===== src/rtl/mlp_pkg.sv =====
// mlp_pkg: shared constants and state encoding for the MLP loader and the
// sequencing controller that reads the same memories.
package mlp_pkg;

  localparam int DW       = 8;
  localparam int N_IN     = 12;
  localparam int N_HID    = 64;
  localparam int N_OUT    = 4;
  localparam int L0_WORDS = N_HID * (N_IN + 1);   // 832
  localparam int L1_WORDS = N_OUT * (N_HID + 1);  // 260
  localparam int IB_AW    = 4;
  localparam int W_AW     = 12;

  localparam logic [DW-1:0] BIAS_ONE = 8'h01;

  typedef enum logic [2:0] {
    IDLE,
    LD_IN,
    BIAS,
    LD_W0,
    LD_W1,
    START,
    WAIT
  } state_t;

  // States in which the host may transfer a word.
  function automatic logic accepts(state_t s);
    return (s == IDLE) || (s == LD_IN) || (s == LD_W0) || (s == LD_W1);
  endfunction

endpackage


===== src/rtl/mlp_loader_if.sv =====
// mlp_loader_if: bundles the host word stream, the controller handshake and
// the memory write ports of the loader.
//   master : the loader (drives in_ready, write strobes, start/busy/err)
//   slave  : host + controller + memories (drive the stream and compute_done)
interface mlp_loader_if;
  import mlp_pkg::*;

  logic            in_valid;
  logic            in_ready;
  logic [DW-1:0]   in_data;
  logic            in_last;
  logic            skip_w;
  logic            compute_done;

  logic            ib_we;
  logic [IB_AW-1:0] ib_addr;
  logic [DW-1:0]   ib_data;
  logic            w0_we;
  logic            w1_we;
  logic [W_AW-1:0] w_addr;
  logic [DW-1:0]   w_data;

  logic            start;
  logic            busy;
  logic            err;

  modport master (
    input  in_valid, in_data, in_last, skip_w, compute_done,
    output in_ready, ib_we, ib_addr, ib_data, w0_we, w1_we, w_addr, w_data,
           start, busy, err
  );

  modport slave (
    output in_valid, in_data, in_last, skip_w, compute_done,
    input  in_ready, ib_we, ib_addr, ib_data, w0_we, w1_we, w_addr, w_data,
           start, busy, err
  );

endinterface


===== src/rtl/mlp_wr_addr_gen.sv =====
// mlp_wr_addr_gen: input-buffer and weight write counters with terminal-count
// flags, plus the registered write strobes/address/data.
//   clk, rst          : clock, async active-high reset
//   state_i           : loader FSM state (selects target memory)
//   xfer_i, data_i    : accepted host word and its data
//   ib_tc_o           : current input word is the last input word
//   w0_tc_o, w1_tc_o  : current weight word is the last of its layer
//   ib_*_o, w*_o      : write ports, valid the cycle after the transfer
module mlp_wr_addr_gen
  import mlp_pkg::*;
(
  input  logic             clk,
  input  logic             rst,
  input  state_t           state_i,
  input  logic             xfer_i,
  input  logic [DW-1:0]    data_i,
  output logic             ib_tc_o,
  output logic             w0_tc_o,
  output logic             w1_tc_o,
  output logic             ib_we_o,
  output logic [IB_AW-1:0] ib_addr_o,
  output logic [DW-1:0]    ib_data_o,
  output logic             w0_we_o,
  output logic             w1_we_o,
  output logic [W_AW-1:0]  w_addr_o,
  output logic [DW-1:0]    w_data_o
);

  logic [IB_AW-1:0] ib_cnt_q;
  logic [W_AW-1:0]  w_cnt_q;
  logic             ib_we_q, w0_we_q, w1_we_q;
  logic [IB_AW-1:0] ib_addr_q;
  logic [DW-1:0]    ib_data_q;
  logic [W_AW-1:0]  w_addr_q;
  logic [DW-1:0]    w_data_q;

  assign ib_tc_o = (ib_cnt_q == IB_AW'(N_IN - 1));
  assign w0_tc_o = (w_cnt_q == W_AW'(L0_WORDS - 1));
  assign w1_tc_o = (w_cnt_q == W_AW'(L1_WORDS - 1));

  always_ff @(posedge clk or posedge rst) begin
    if (rst) begin
      ib_cnt_q  <= '0;
      w_cnt_q   <= '0;
      ib_we_q   <= 1'b0;
      w0_we_q   <= 1'b0;
      w1_we_q   <= 1'b0;
      ib_addr_q <= '0;
      ib_data_q <= '0;
      w_addr_q  <= '0;
      w_data_q  <= '0;
    end else begin
      ib_we_q <= 1'b0;
      w0_we_q <= 1'b0;
      w1_we_q <= 1'b0;
      case (state_i)
        IDLE: begin
          // Counters are re-armed here so an aborted frame leaves no residue.
          w_cnt_q  <= '0;
          ib_cnt_q <= '0;
          if (xfer_i) begin
            ib_we_q   <= 1'b1;
            ib_addr_q <= '0;
            ib_data_q <= data_i;
            ib_cnt_q  <= IB_AW'(1);
          end
        end
        LD_IN: begin
          if (xfer_i) begin
            ib_we_q   <= 1'b1;
            ib_addr_q <= ib_cnt_q;
            ib_data_q <= data_i;
            ib_cnt_q  <= ib_cnt_q + IB_AW'(1);
          end
        end
        BIAS: begin
          ib_we_q   <= 1'b1;
          ib_addr_q <= IB_AW'(N_IN);
          ib_data_q <= BIAS_ONE;
        end
        LD_W0: begin
          if (xfer_i) begin
            w0_we_q  <= 1'b1;
            w_addr_q <= w_cnt_q;
            w_data_q <= data_i;
            w_cnt_q  <= w0_tc_o ? '0 : w_cnt_q + W_AW'(1);
          end
        end
        LD_W1: begin
          if (xfer_i) begin
            w1_we_q  <= 1'b1;
            w_addr_q <= w_cnt_q;
            w_data_q <= data_i;
            w_cnt_q  <= w1_tc_o ? '0 : w_cnt_q + W_AW'(1);
          end
        end
        default: ;
      endcase
    end
  end

  assign ib_we_o   = ib_we_q;
  assign ib_addr_o = ib_addr_q;
  assign ib_data_o = ib_data_q;
  assign w0_we_o   = w0_we_q;
  assign w1_we_o   = w1_we_q;
  assign w_addr_o  = w_addr_q;
  assign w_data_o  = w_data_q;

endmodule


===== src/rtl/mlp_loader.sv =====
// mlp_loader: write-side front end of the two-layer MLP. Fills the input
// buffer (plus bias slot) and both weight memories from a host word stream,
// pulses start, and holds the host off until compute_done.
//   clk, rst : clock, async active-high reset
//   bus      : mlp_loader_if.master (host stream, memory writes, start/busy/err)
module mlp_loader
  import mlp_pkg::*;
(
  input logic          clk,
  input logic          rst,
  mlp_loader_if.master bus
);

  state_t state_q, state_d;
  logic   skip_q;
  logic   in_ready_q;
  logic   start_q;
  logic   busy_q;
  logic   err_q;
  logic   xfer;
  logic   frame_err;
  logic   ib_tc, w0_tc, w1_tc;

  assign xfer = bus.in_valid & in_ready_q;

  mlp_wr_addr_gen u_addr_gen (
    .clk       (clk),
    .rst       (rst),
    .state_i   (state_q),
    .xfer_i    (xfer),
    .data_i    (bus.in_data),
    .ib_tc_o   (ib_tc),
    .w0_tc_o   (w0_tc),
    .w1_tc_o   (w1_tc),
    .ib_we_o   (bus.ib_we),
    .ib_addr_o (bus.ib_addr),
    .ib_data_o (bus.ib_data),
    .w0_we_o   (bus.w0_we),
    .w1_we_o   (bus.w1_we),
    .w_addr_o  (bus.w_addr),
    .w_data_o  (bus.w_data)
  );

  // in_last must coincide exactly with the final word of the frame; anything
  // else aborts to IDLE with err set. The offending word is still written.
  always_comb begin
    state_d   = state_q;
    frame_err = 1'b0;
    case (state_q)
      IDLE: begin
        if (xfer) begin
          if (bus.in_last) frame_err = 1'b1;
          else             state_d   = LD_IN;
        end
      end
      LD_IN: begin
        if (xfer) begin
          if (ib_tc) begin
            // skip_w frames end on the last input word; full frames must not.
            if (bus.in_last == skip_q) state_d   = BIAS;
            else                       frame_err = 1'b1;
          end else if (bus.in_last) begin
            frame_err = 1'b1;
          end
        end
      end
      BIAS:  state_d = skip_q ? START : LD_W0;
      LD_W0: begin
        if (xfer) begin
          if (bus.in_last) frame_err = 1'b1;
          else if (w0_tc)  state_d   = LD_W1;
        end
      end
      LD_W1: begin
        if (xfer) begin
          if (w1_tc) begin
            if (bus.in_last) state_d   = START;
            else             frame_err = 1'b1;
          end else if (bus.in_last) begin
            frame_err = 1'b1;
          end
        end
      end
      START: state_d = WAIT;
      WAIT:  if (bus.compute_done) state_d = IDLE;
      default: state_d = IDLE;
    endcase
    if (frame_err) state_d = IDLE;
  end

  always_ff @(posedge clk or posedge rst) begin
    if (rst) begin
      state_q    <= IDLE;
      skip_q     <= 1'b0;
      in_ready_q <= 1'b0;
      start_q    <= 1'b0;
      busy_q     <= 1'b0;
      err_q      <= 1'b0;
    end else begin
      state_q    <= state_d;
      in_ready_q <= accepts(state_d);
      // Delayed by one cycle so start follows the final write strobe.
      start_q    <= (state_q == START);
      if (state_q == IDLE && xfer) begin
        skip_q <= bus.skip_w;
        busy_q <= 1'b1;
        err_q  <= 1'b0;
      end
      if (state_q == WAIT && bus.compute_done) busy_q <= 1'b0;
      if (frame_err) begin
        err_q  <= 1'b1;
        busy_q <= 1'b0;
      end
    end
  end

  assign bus.in_ready = in_ready_q;
  assign bus.start    = start_q;
  assign bus.busy     = busy_q;
  assign bus.err      = err_q;

endmodule

===== src/flat_wrapper.sv =====
// flat-port wrapper written by rule: the top's interface ports become plain ports
module mlp_loader_flat import mlp_pkg::*;
  (clk, rst, bus_in_valid, bus_in_data, bus_in_last, bus_skip_w, bus_compute_done, bus_in_ready, bus_ib_we, bus_ib_addr, bus_ib_data, bus_w0_we, bus_w1_we, bus_w_addr, bus_w_data, bus_start, bus_busy, bus_err);
  mlp_loader_if bus_i ();
  input logic clk;
  input logic rst;
  input wire logic [$bits(bus_i.in_valid)-1:0] bus_in_valid;
  input wire logic [$bits(bus_i.in_data)-1:0] bus_in_data;
  input wire logic [$bits(bus_i.in_last)-1:0] bus_in_last;
  input wire logic [$bits(bus_i.skip_w)-1:0] bus_skip_w;
  input wire logic [$bits(bus_i.compute_done)-1:0] bus_compute_done;
  output wire logic [$bits(bus_i.in_ready)-1:0] bus_in_ready;
  output wire logic [$bits(bus_i.ib_we)-1:0] bus_ib_we;
  output wire logic [$bits(bus_i.ib_addr)-1:0] bus_ib_addr;
  output wire logic [$bits(bus_i.ib_data)-1:0] bus_ib_data;
  output wire logic [$bits(bus_i.w0_we)-1:0] bus_w0_we;
  output wire logic [$bits(bus_i.w1_we)-1:0] bus_w1_we;
  output wire logic [$bits(bus_i.w_addr)-1:0] bus_w_addr;
  output wire logic [$bits(bus_i.w_data)-1:0] bus_w_data;
  output wire logic [$bits(bus_i.start)-1:0] bus_start;
  output wire logic [$bits(bus_i.busy)-1:0] bus_busy;
  output wire logic [$bits(bus_i.err)-1:0] bus_err;
  assign bus_i.in_valid = bus_in_valid;
  assign bus_i.in_data = bus_in_data;
  assign bus_i.in_last = bus_in_last;
  assign bus_i.skip_w = bus_skip_w;
  assign bus_i.compute_done = bus_compute_done;
  assign bus_in_ready = bus_i.in_ready;
  assign bus_ib_we = bus_i.ib_we;
  assign bus_ib_addr = bus_i.ib_addr;
  assign bus_ib_data = bus_i.ib_data;
  assign bus_w0_we = bus_i.w0_we;
  assign bus_w1_we = bus_i.w1_we;
  assign bus_w_addr = bus_i.w_addr;
  assign bus_w_data = bus_i.w_data;
  assign bus_start = bus_i.start;
  assign bus_busy = bus_i.busy;
  assign bus_err = bus_i.err;
  mlp_loader u_core (.clk(clk), .rst(rst), .bus(bus_i));
endmodule

===== config.mk =====
export PLATFORM = sky130hd
export DESIGN_NAME = mlp_loader_flat
export DESIGN_NICKNAME = d
export VERILOG_FILES = /design/src/rtl/mlp_pkg.sv /design/src/rtl/mlp_loader_if.sv /design/src/rtl/mlp_wr_addr_gen.sv /design/src/rtl/mlp_loader.sv /design/src/flat_wrapper.sv
export SDC_FILE = /design/constraint.sdc
export NUM_CORES = 1
export LEC_CHECK = 0
export CAP_MARGIN = 20
export CORE_UTILIZATION = 48
export DETAILED_ROUTE_END_ITERATION = 7
export HOLD_SLACK_MARGIN = 0.03
export MAX_ROUTING_LAYER = met4
export PLACE_DENSITY_LB_ADDON = 0.15
export SYNTH_ARGS = -nofsm -noshare
export SYNTH_HDL_FRONTEND = slang
export SYNTH_HIERARCHICAL = 1
export SYNTH_SLANG_ARGS = --single-unit

===== constraint.sdc =====
create_clock -name clk -period 1.95 [get_ports clk]
set_input_delay 0.39 -clock clk [delete_from_list [all_inputs] [get_ports clk]]
set_output_delay 0.39 -clock clk [all_outputs]
set_load 0.1 [all_outputs]

==> key figures <==
Worst setup path
  – Worst path required time: 2.19 ns
  – Setup Crit Path Kind: reg2reg
  – Worst R2R End: u_core/bus.in_ready$_DFF_PP0_
  – Startpoint type of the worst setup path: register
  – Crit Path Max Fanout: 4
  – Start point of the critical path: u_core/u_addr_gen/w_cnt_q[0]$_DFFE_PP0P_
  – CP endpoint kind: register
  – FF-to-FF setup slack: 0.10 ns
  – R2r startpoint: u_core/u_addr_gen/w_cnt_q[0]$_DFFE_PP0P_
  – Destination of the critical timing path: u_core/bus.in_ready$_DFF_PP0_
  – Arrival time at the worst endpoint: 2.08 ns
  – Depth of the most critical reg-to-reg path: 7

Global route
  – GRT Overall Usage: 0.244
  – Pin count of the biggest net entering global routing: 40
  – Wire length of the first global-routing pass: 11900 um
  – Antenna violations before repair: 0
  – Vias in the first global route: 2412
  – Aggregate global routing overflow: 0

Pwr
  – Cell-internal power: 3.58 mW
  – Power density over cell area: 1810 nW/um^2
  – Leakage dissipation: 1.94 nW
  – Combinational share of power: 0.600
  – Proportion of power drawn by flip-flops and latches: 0.248
  – Clock network fraction of design power: 0.152
  – Highest ir drop seen on vdd: 1.54 mV
  – Switching Power: 3.93 mW
  – Share of total power consumed by net switching: 0.523

Detailed routing
  – Via count: 2555
  – Sum of routed wire length over all layers: 7290 um
  – Starting DRT DRC Count: 174
  – DR WL/cell: 15.8 um
  – Routed Antenna Nets: 0
  – Average vias per placed instance: 5.55
  – Remaining design rule violation count: 0
  – DRT Pass-1 Iters: 4

Die
  – Overall die height: 82.7 um
  – Total die area: 6840 sq um
  – Top-level port count: 53
  – Floorplan die width: 82.7 um
  – Number of placement rows: 29
  – Floorplan Core Area: 6310 sq um
  – Initial Utilization: 0.495

STA
  – Shortest clock period the worst path allows after layout: 1.85 ns
  – Skew final: 0.00667 ns
  – RSZ-0062 raised after global routing: no
  – Pins Over Slew Limit: 0
  – Highest clock frequency the design can meet: 0.542 GHz
  – Ratio of final minimum period to clock period: 0.947
  – Worst hold margin: 0.320 ns
  – Relative slew slack: 0.720
  – Hold violation total from the final report: 0
  – Transition time at the pin with the least slew margin: 0.416 ns
  – Number of setup violations in the final report: 0

Flow run
  – Max_cap viols: 0

Hold path
  – Min-Delay Path Class: in2async

Finish
  – Layout Area Growth over Synthesis: 32.7%
  – Fraction of layout instances using a drive strength above 1: 0.371
  – Nets: 395
  – Post-route design area: 4150 sq um
  – Number of antenna diodes: 0

Clock network
  – Clock insertion delay at the later pin of the skew report: 0.34 ns
  – Number of clock buffers inserted by TritonCTS: 9
  – Clock root buffer: clkbuf_8
  – Clock tree sinks: 59
  – Max Root-Sink Buffers: 2
  – TritonCTS clock tree: done
  – Number of hold-repair buffers added at the cts stage: 0
  – Clock-pin slew of the registers on the worst-case setup and hold paths: 0.08 ns
  – H-Tree Depth: 3

Yosys
  – Number of warnings issued by yosys: 6
  – Number of synthesized flops with an enable pin: 0
  – Synth area leader: dfrtp_1
  – Gate count after technology mapping: 294
  – Count of unique library cells instantiated by Yosys: 63
  – Average cell area after synthesis: 10.6 sq um
  – Cell area after synthesis: 3120 sq um
  – Share of flip-flops with an asynchronous set or reset: 1.00
  – Count of state elements after synthesis: 59
  – Share of Yosys cell area claimed by the top area cell type: 0.473
  – Prevailing post-synth register cell: dfrtp_1
  – Top area cells in the synthesized netlist: dfrtp_1 (47%), mux2_2 (7.6%), a22o_1 (3.1%)
  – Part of the Yosys area used for sequential elements: 0.473
  – Number of nets in the synthesized netlist: 311

Run status
  – Outcome: completed

Place
  – Post-DP HPWL: 5120 um
  – Port Buffer Count: 52
  – Routability congestion estimate from global placement: 0.855
  – Cell area reported after detailed placement: 3910 sq um
[cells by family (layout without fill, tap and decap cells)]
family / after synthesis / after routing / share of synthesized area
buffers and inverters: 27 / 116 / 0.0448
XOR/XNOR: 2 / 2 / 0.00561
adder cells (fa/ha/maj): 3 / 3 / 0.0120
AND/OR/NAND/NOR: 111 / 111 / 0.208
flip-flops: 59 / 59 / 0.473
AO/OA/AOI/OAI: 69 / 69 / 0.173
multiplexers: 23 / 23 / 0.0837
[through the flow]
stage	power, mW	TNS [ns]	util	setup slack, ns	cells
after global placement	6.31	-4.88	0.619	-0.177	444
after CTS	7.54	0	0.652	0.0133	460
after floorplan	5.25	0	-	0.00348	294
after global routing	7.91	0	0.657	0.00291	460
final	7.51	0	0.657	0.104	460
after detailed placement	6.37	-6.28	0.619	-0.244	444
[layout make-up]
class / instances / area, sq um
inverters: 10 / 40.0
well taps: 77 / 96.3
repair buffers: 90 / 783
fillers: 518 / 2170
flip-flops and latches: 59 / 1480
clock inverters: 7 / 76.3
multi-input cells: 208 / 1550
clock buffers: 9 / 124
[worst min path at each step]
stage,cells after the start,endpoint
final,2,u_core/u_addr_gen/ib_we_o$_DFF_PP0_
after floorplan,1,u_core/bus.busy$_DFFE_PP0P_
after global routing,2,u_core/u_addr_gen/ib_we_o$_DFF_PP0_
after detailed placement,1,u_core/u_addr_gen/ib_data_o[2]$_DFFE_PP0P_
after CTS,2,u_core/u_addr_gen/ib_we_o$_DFF_PP0_
after global placement,1,u_core/u_addr_gen/ib_data_o[2]$_DFFE_PP0P_
[per-layer routing]
layer / global-route usage / up-vias / part of all wire
li1: - / 1251 / -
met1: 0.310 / 1261 / 0.46
met2: 0.379 / 36 / 0.50
met3: 0.0670 / 7 / 0.027
met4: 0.0776 / 0 / 0.010
met5: - / - / 0
[registers in the layout, indices dropped and copies added, names as in the netlist]
signal / cells
u_core/bus.busy: 1
u_core/bus.err: 1
u_core/bus.in_ready: 1
u_core/bus.start: 1
u_core/skip_q: 1
u_core/state_q: 3
u_core/u_addr_gen/ib_addr_o: 4
u_core/u_addr_gen/ib_cnt_q: 4
u_core/u_addr_gen/ib_data_o: 8
u_core/u_addr_gen/ib_we_o: 1
u_core/u_addr_gen/w0_we_o: 1
u_core/u_addr_gen/w1_we_o: 1
u_core/u_addr_gen/w_addr_o: 12
u_core/u_addr_gen/w_cnt_q: 12
u_core/u_addr_gen/w_data_o: 8
[timing repair]
item	4_1_cts	5_1_grt
setup endpoints to repair	4	6
buffers inserted	0	0
gates resized for setup	1	7
pin swaps	0	4
[placed cells by master, fill, tap and decap left out, drive strengths merged, types with 2 or more instances in the layout]
master and instances:
buf 77, nand3 7, and3b 4, a211oi 2, a31oi 6, nand2b 6, o211ai 8, a41o 2
dfrtp 59, or3 3, clkdlybuf4s50 13, ha 3, a21o 2, a21oi 10, a22o 11, nor2b 3
a21boi 2, mux2 22, nor3 12, inv 12, clkbuf 9, and3 11, nor2 19, nor3b 4
clkinvlp 2, or3b 2, xor2 2, clkinv 2, o21ai 13, nand2 25, and2 2, nand4 3
nor4 4, o221ai 2, nand4b 2, o21a 2
[cell usage after synthesis (4+ instances only)]
cell      count
buf_2         9
mux2_2       21
dfrtp_1      59
a22o_1       11
inv_1         9
nand3_1       7
and3_1       10
a21oi_1      10
nor2_1       17
a31oi_1       4
o21ai_0      10
nor3_1       11
nand2_1      25
nand2b_1      6
o211ai_1      8
[critical path: stages, from the launching register on]
cell,delay [ns]
dfrtp_1,0.43
ha_1,0.24
nor3b_2,0.17
and3_4,0.17
nand2_1,0.09
nor4_2,0.05
a211oi_2,0.27
mux2_4,0.32
[power by group through the flow]
stage	Clock, mW	Combinational (mW)	Sequential, mW
4_1_cts	1.17	4.51	1.86
5_1_grt	1.23	4.76	1.92
6_report	1.14	4.51	1.86
2_1_floorplan	0	1.60	3.65
3_3_place_gp	0	4.44	1.87
3_5_place_dp	0	4.49	1.88
Note: power is estimated with default switching activity, not from simulation.
